===== config.mk =====
export PLATFORM = sky130hd
export DESIGN_NAME = prio_arb
export DESIGN_NICKNAME = d
export VERILOG_FILES = /design/src/rtl/prio_arb_pkg.sv /design/src/rtl/prio_arb_pick.sv /design/src/rtl/prio_arb.sv
export SDC_FILE = /design/constraint.sdc
export NUM_CORES = 1
export LEC_CHECK = 0
export CORE_MARGIN = 10
export CORE_UTILIZATION = 40
export CTS_CLUSTER_DIAMETER = 100
export DETAILED_ROUTE_END_ITERATION = 12
export HOLD_SLACK_MARGIN = 0.03
export PLACE_DENSITY = 0.75
export SLEW_MARGIN = 20
export SYNTH_ARGS = -nofsm -noshare
export SYNTH_HDL_FRONTEND = slang
export SYNTH_HIERARCHICAL = 1
export SYNTH_SLANG_ARGS = --single-unit

===== constraint.sdc =====
create_clock -name clk -period 3.13 [get_ports clk]
set_input_delay 0.7825 -clock clk [delete_from_list [all_inputs] [get_ports clk]]
set_output_delay 0.7825 -clock clk [all_outputs]
set_load 0.05 [all_outputs]

===== src/rtl/prio_arb_pkg.sv =====
// rtl/prio_arb_pkg.sv - shared types and helpers for the prio_arb priority arbiter
package prio_arb_pkg;

   // Widest request vector the arbiter supports; the helper works on this width.
   localparam int MAX_N = 64;

   typedef enum logic {
      ARB_IDLE  = 1'b0,
      ARB_GRANT = 1'b1
   } arb_state_e;

   // Highest set bit index of vec; returns 0 when vec is all-zero (callers
   // must qualify the result with |vec).
   function automatic logic [5:0] prio_idx(input logic [MAX_N-1:0] vec);
      logic [5:0] r;
      r = '0;
      for (int i = 0; i < MAX_N; i++) begin
         if (vec[i]) r = 6'(i);
      end
      return r;
   endfunction

endpackage


===== src/rtl/prio_arb_pick.sv =====
// rtl/prio_arb_pick.sv - combinational N-wide winner search, fixed or rotating priority
module prio_arb_pick
   import prio_arb_pkg::*;
#(
   parameter int N  = 8,
   parameter int W  = $clog2(N),
   parameter bit RR = 1'b0
) (
   input  logic [N-1:0] req,
   input  logic [W-1:0] ptr,
   output logic         found,
   output logic [W-1:0] idx
);

   int               base;
   int               j;
   int               sum;
   logic [MAX_N-1:0] rot;
   logic [5:0]       k;

   // Rotate req so the lowest-priority line lands in bit 0, take the highest
   // set bit, then rotate the index back. Rotating mode puts ptr itself
   // lowest (search starts at ptr-1); fixed mode is driven with ptr = N-1 and
   // starts the rotation at ptr+1 = 0, which is plain MSB-first priority.
   always_comb begin
      base = int'(ptr);
      if (!RR) base = base + 1;
      if (base >= N) base = base - N;
      rot = '0;
      j   = 0;
      for (int i = 0; i < N; i++) begin
         j = base + i;
         if (j >= N) j = j - N;
         rot[i] = req[j];
      end
      k   = prio_idx(rot);
      sum = base + int'(k);
      if (sum >= N) sum = sum - N;
      idx   = W'(sum);
      found = |req;
   end

endmodule


===== src/rtl/prio_arb.sv =====
// rtl/prio_arb.sv - registered N-way priority arbiter with sticky grant; PRIO_ARB_ROUND_ROBIN_EN selects rotating priority
module prio_arb
   import prio_arb_pkg::*;
#(
   parameter  int N = 8,
   localparam int W = $clog2(N)
) (
   input  logic         clk,
   input  logic         rst_n,
   input  logic         en,
   input  logic [N-1:0] req,
   input  logic         ack,
   output logic         gnt_vld,
   output logic [W-1:0] gnt_idx,
   output logic [N-1:0] gnt_oh,
   output logic         none
);

   arb_state_e   state, state_nxt;
   logic [W-1:0] idx_nxt;
   logic [N-1:0] oh_nxt;
   logic         none_nxt;
   logic         latch;
   logic         pick_found;
   logic [W-1:0] pick_idx;
   logic [W-1:0] ptr;

`ifdef PRIO_ARB_ROUND_ROBIN_EN
   localparam bit RR = 1'b1;

   // Last granted index; its line becomes lowest priority for the next search.
   always_ff @(posedge clk) begin
      if (!rst_n)     ptr <= W'(N-1);
      else if (latch) ptr <= pick_idx;
   end
`else
   localparam bit RR = 1'b0;

   assign ptr = W'(N-1);
`endif

   prio_arb_pick #(.N(N), .W(W), .RR(RR)) u_pick (
      .req   (req),
      .ptr   (ptr),
      .found (pick_found),
      .idx   (pick_idx)
   );

   assign gnt_vld = (state == ARB_GRANT);

   // Next-state and grant-register values; a grant is frozen until acked,
   // and an ack with pending requests re-arbitrates without a bubble.
   always_comb begin
      state_nxt = state;
      idx_nxt   = gnt_idx;
      oh_nxt    = gnt_oh;
      none_nxt  = none;
      latch     = 1'b0;
      case (state)
         ARB_IDLE: begin
            none_nxt = ~|req;
            if (en && pick_found) latch = 1'b1;
         end
         ARB_GRANT: begin
            if (ack) begin
               none_nxt = ~|req;
               if (en && pick_found) begin
                  latch = 1'b1;
               end else begin
                  state_nxt = ARB_IDLE;
                  oh_nxt    = '0;
               end
            end
         end
         default: state_nxt = ARB_IDLE;
      endcase
      if (latch) begin
         state_nxt = ARB_GRANT;
         idx_nxt   = pick_idx;
         oh_nxt    = {{(N-1){1'b0}}, 1'b1} << pick_idx;
      end
   end

   // State and grant registers; reset aborts any grant in flight.
   always_ff @(posedge clk) begin
      if (!rst_n) begin
         state   <= ARB_IDLE;
         gnt_idx <= '0;
         gnt_oh  <= '0;
         none    <= 1'b1;
      end else begin
         state   <= state_nxt;
         gnt_idx <= idx_nxt;
         gnt_oh  <= oh_nxt;
         none    <= none_nxt;
      end
   end

endmodule

==> Word level (Yosys, flattened, before mapping) <==
Index checks and enable logic that the tools add are counted.
{ "totals": {"regBits": 13, "out_inout_bits": 13, "elab_cells": 36} }
{ "classes": {"n_addsub": 1, "order_cmp": 1, "eq_ne": 2, "n_shift": 1, "n_mux": 20, "bitwise_logic": 1, "reduce_logical": 6} }
{ "ops": {"columns": ["op", "count"], "rows": [
  ["2-to-1 mux 8 bit", 4],
  ["2-to-1 mux 3 bit", 5],
  ["OR reduction 8 bit", 1],
  ["<< shifter 1 x 3 -> 8 bit (first input constant)", 1],
  ["2-to-1 mux 1 bit", 7],
  [">= comparator 3 x 4 -> 1 bit (second input constant)", 1],
  ["2-to-1 mux 2 bit", 2],
  ["!= test 2 bit (second input constant)", 2],
  ["one-hot mux 1 bit (2 select lines)", 2],
  ["nonzero test 2 bit", 2],
  ["AND reduction 3 bit", 1],
  ["subtractor 3 x 1 -> 3 bit (second input constant)", 1],
  ["logical AND 1 bit", 1],
  ["logical NOT 1 bit", 1],
  ["NOT 1 bit", 1]
]} }

==> Depth between registers and ports, before layout <==
{ "depth": {"depth_word": 11, "depth_mapped": 18, "depth_no_buf": 16} }

==> By module <==
The synthesis kept the hierarchy.
{ "by_module_without_submodules": {"columns": ["mod", "n_inst", "cells_each", "area_each_um2"], "rows": [
  ["prio_arb", 1, 67, 591.8],
  ["prio_arb_pick", 1, 73, 589.3]
]} }

==> Least setup slack after synthesis <==
No wires, ideal clock.
{ "synth_timing": {"path_type": "input-to-reg", "startpoint": "input port req[6]", "endpoint": "register gnt_oh[7]", "setup_ps": 70, "arrival_ps": 2690, "required_ps": 3060, "setup_slack_ps": 370, "cell_stages": 10, "path_buffers": 0, "cell_sequence": "mux2i_1 -> mux2_2 -> mux2i_1 -> or2b_2 -> o32ai_1 -> fa_1 -> inv_1 -> nand2_1 -> or4b_1 -> a21boi_1"} }
{ "synth_lines": {"columns": ["item", "line_no", "text"], "rows": [
  ["start: declaration", "prio_arb.sv:11", "input logic [N-1:0] req,"],
  ["2-to-1 mux 3 bit * (2 in a row)", "prio_arb_pkg.sv:18", "if (vec[i]) r = 6'(i);"],
  [">= comparator 3 x 4 -> 1 bit / subtractor 3 x 1 -> 3 bit (equally long branches)", "prio_arb_pick.sv:38", "if (sum >= N) sum = sum - N;"],
  ["2-to-1 mux 3 bit *", "prio_arb_pick.sv:38", null],
  ["via pick_idx[1]", "prio_arb.sv:25", "logic [W-1:0] pick_idx;"],
  ["<< shifter 1 x 3 -> 8 bit *", "prio_arb.sv:80", "oh_nxt = {{(N-1){1'b0}}, 1'b1} << pick_idx;"],
  ["2-to-1 mux 8 bit *", "prio_arb.sv:77", "if (latch) begin"],
  ["end signal: assignment", "prio_arb.sv:94", "gnt_oh <= oh_nxt;"],
  ["end: declaration", "prio_arb.sv:15", "output logic [N-1:0] gnt_oh,"]
]} }
The timed path passes the listed nets; every way through them passes the cells marked *.
A chain may end at the register's enable or synchronous reset.

==> Worst setup path after layout <==
{ "layout_timing": {"startpoint": "input port req[5]", "endpoint": "register gnt_oh[7]"} }
{ "layout_between": {"elab_chain_len": 7} }
{ "layout_rtl": {"columns": ["item", "line_no"], "rows": [
  ["2-to-1 mux 3 bit * (3 in a row)", "prio_arb_pkg.sv:18"],
  [">= comparator 3 x 4 -> 1 bit / subtractor 3 x 1 -> 3 bit (equally long branches)", "prio_arb_pick.sv:38"],
  ["2-to-1 mux 3 bit *", "prio_arb_pick.sv:38"],
  ["via pick_idx[1]", "prio_arb.sv:25"],
  ["<< shifter 1 x 3 -> 8 bit *", "prio_arb.sv:80"],
  ["2-to-1 mux 8 bit *", "prio_arb.sv:77"]
]} }
Marked as above.

==> out/metrics.yaml <==
outcome: "finished, final reports clean"
irDropWorstVdd_mv: 0.353
area_delta_synth_final_pct: 44.1
hold_viol_final: 0
crit_path_start_kind: "primary input"
clockRootBuffer: "clkbuf_4"
utilization_pct: 61.2
cp.arrival_ns: 3.31
min_path_type: "flop to flop"
seqPwrFrac_pct: 25.7
fin_crit_sh_pct: 98.6
via_count: 1247
holdWs_ns: 0.479
synth_compound_area_share_pct: 19.8
track_usage_pct: 12.6
nNetsFinal: 208
grt_max_degree: 20
grt_pass1_vias: 1207
yosys.area_share.simple_pct: 25.7
ys_seq_area_share_pct: 22.0
cp.required_ns: 3.36
max-cap-violations: 0
synth-edff-count: 0
cts.sinks: 13
synthAdderAreaFrac_pct: 4.87
max-slew-margin-rel_pct: 65.6
power_density_nw_per_um2: 441
drt_pass1_iterations: 4
stdcell_count: 222
htree_num_levels: 1
worstPathMaxFanout: 2
wl_per_cell_um: 15.5
drc: 0
diodes: 0
cp-end-kind: "flop"
die_x_um: 74.3
globalplace.congestion: 0.892
ioPinCount: 25
die-area_um2: 5530
ys_seq_elements: 13
dp_hpwl_um: 2580
antenna_found_initial: 0
path_class: "primary input to flop"
die_h_um: 74.3
placed_cells: 215
max_stage_delay_ns: 0.49
tritoncts: "yes"
synth_top_family_by_area: "simple AND/OR/NAND/NOR gates"
worstPathCellList: "clkdlybuf4s50_1 > mux2i_1 > nor2b_2 > a221oi_2 > a21oi_2 > o32ai_4 > fa_1 > inv_2 > nand2_1 > or4b_4 > a21boi_2"
p_sw_w: 0.000309
port_buffers: 24
drive_gt1_share_pct: 23.0
synthFlopType: "dfxtp_1"
p_leak_nw: 0.675
min_period_ns: 3.09
worst_pin_slew_ns: 0.514
pwr-share-comb_pct: 60.1
finalMaxSlewViolations: 0
fmax_mhz: 324
setup_viol: 0
grt_pass1_wl_um: 5580
clock_power_share_pct: 14.1
muxShareOfSynthArea_pct: 16.5
synthXorXnorAreaFrac_pct: 6.67
netlist_area_um2: 1180
synth_cell_type_count: 43
path_clk_slew_ns: 0.08
core.rowCount: 19
avgSynthCellArea_um2: 8.44
overflow: 0
slowest_stage: "or4b_4"
clockBufferDepth: 2
cts_buffers: 3
swShare_pct: 41.2
internal_power_w: 0.000441
design.core.area_um2: 2780
wl_um: 3450
via_per_inst: 5.62
netlist_instances: 140
yosysWarnings: 6
finalSetupTns_ns: 0
drt-initial-drc-count: 90
initial_core_util_pct: 42.5
skew_ns: 0.00332
clk_latency_ns: 0.28
ant_nets: 0
async_flop_share_pct: 0
critical path, delay by kind of cell:
| family | cells | cell delay, ns |
|---|---|---|
| buf+inv | 2 | 0.49 |
| simple gates | 3 | 0.79 |
| mux | 1 | 0.25 |
| compound gates | 4 | 0.52 |
| fa+ha+maj | 1 | 0.48 |
per-stage QoR:
| step | setup slack [ns] | area (um^2) | power, W |
|---|---|---|---|
| after global routing | -0.0396 | 1700 | 0.000796 |
| final | 0.0442 | 1700 | 0.000750 |
| after detailed placement | -0.358 | 1590 | 0.000593 |
| after global placement | -0.239 | 1590 | 0.000582 |
| after floorplan | 0.370 | 1210 | 0.000456 |
| after CTS | 0.0383 | 1640 | 0.000707 |
cell usage in the layout (no fill, tap or decap), types with 2 or more instances in the layout:
cell type	Yosys	routed
dlymetal6s2s_1	0	2
a21boi_0	9	9
clkdlybuf4s50_1	0	22
ha_1	3	3
nor2_1	8	8
nand2_1	9	9
mux2_2	4	3
dfxtp_1	13	13
conb_1	1	8
nand3_1	14	14
a211oi_1	2	2
or4_1	2	2
nand4_1	3	3
nor2b_1	3	2
buf_4	1	22
a21oi_1	7	6
mux2i_1	15	13
xnor2_1	3	3
a21boi_1	3	2
nand4b_1	2	2
clkbuf_4	0	3
o21ai_0	5	5
nor3_1	5	5
nor4_1	2	2
registers in the layout, indices dropped and copies added (netlist names):
| register | count |
|---|---|
| gnt_vld | 1 |
| gnt_idx | 3 |
| gnt_oh | 8 |
| none | 1 |
kinds of logic after synthesis:
kind of cell,after synthesis
adder cells (fa/ha/maj),4
XOR/XNOR,6
AO/OA/AOI/OAI,33
buffers and inverters,9
other,1
AND/OR/NAND/NOR,55
flip-flops,13
multiplexers,19
timing repair:
action,CTS,global route
resized for setup,2,12
setup endpoints to repair,1,6
hold buffers,0,0
pin swaps,1,3
buffers inserted,1,2
synthesized netlist by cell type, types with 2 or more instances:
master    number  area, um^2
mux2i_1       15         150
nand3_1       14        70.1
dfxtp_1       13         260
a21boi_0       9        67.6
nand2_1        9        33.8
nor2_1         8        30.0
a21oi_1        7        35.0
nor3_1         5        25.0
o21ai_0        5        25.0
mux2_2         4        45.0
a21boi_1       3        22.5
ha_1           3        37.5
nand4_1        3        18.8
nor2b_1        3        18.8
xnor2_1        3        26.3
a211oi_1       2        15.0
buf_2          2        10.0
clkbuf_1       2        7.51
inv_1          2        7.51
nand4b_1       2        17.5
nor4_1         2        12.5
or2b_2         2        17.5
or4_1          2        15.0
worst paths after layout:
check	slack, ns	cells past startpoint	start	to
worst min-delay path	0.48	2	gnt_oh[3]	gnt_oh[3]
worst min register to register	0.48	2	gnt_oh[3]	gnt_oh[3]
worst max register to register	1.90	3	gnt_vld	gnt_oh[3]
worst max-delay path	0.04	11	req[5]	gnt_oh[7]
layer usage:
metal  global-route usage (%)  vias up  share of wire (%)
met4                     4.88        0                1.8
met1                     14.5      583                 42
met5                        0        -                  0
met3                     3.19        7                5.6
li1                         -      619                  -
met2                     21.8       38                 51
power by group through the flow:
stage | registers, W | clock network (W) | logic (W)
final | 0.000193 | 0.000106 | 0.000451
after global routing | 0.000196 | 0.000118 | 0.000482
after CTS | 0.000193 | 0.000108 | 0.000406
after detailed placement | 0.000197 | 0 | 0.000396
after global placement | 0.000195 | 0 | 0.000387
after floorplan | 0.000258 | 0 | 0.000197
area by class of cell:
| cell class | instances | area (um^2) |
|---|---|---|
| multi-input combinational | 125 | 955 |
| inverter | 3 | 11.3 |
| fill | 235 | 1080 |
| tap | 31 | 38.8 |
| sequential | 13 | 260 |
| clock buffer | 4 | 26.3 |
| timing repair buffer | 46 | 410 |
Note: power is estimated with default switching activity, not from simulation.
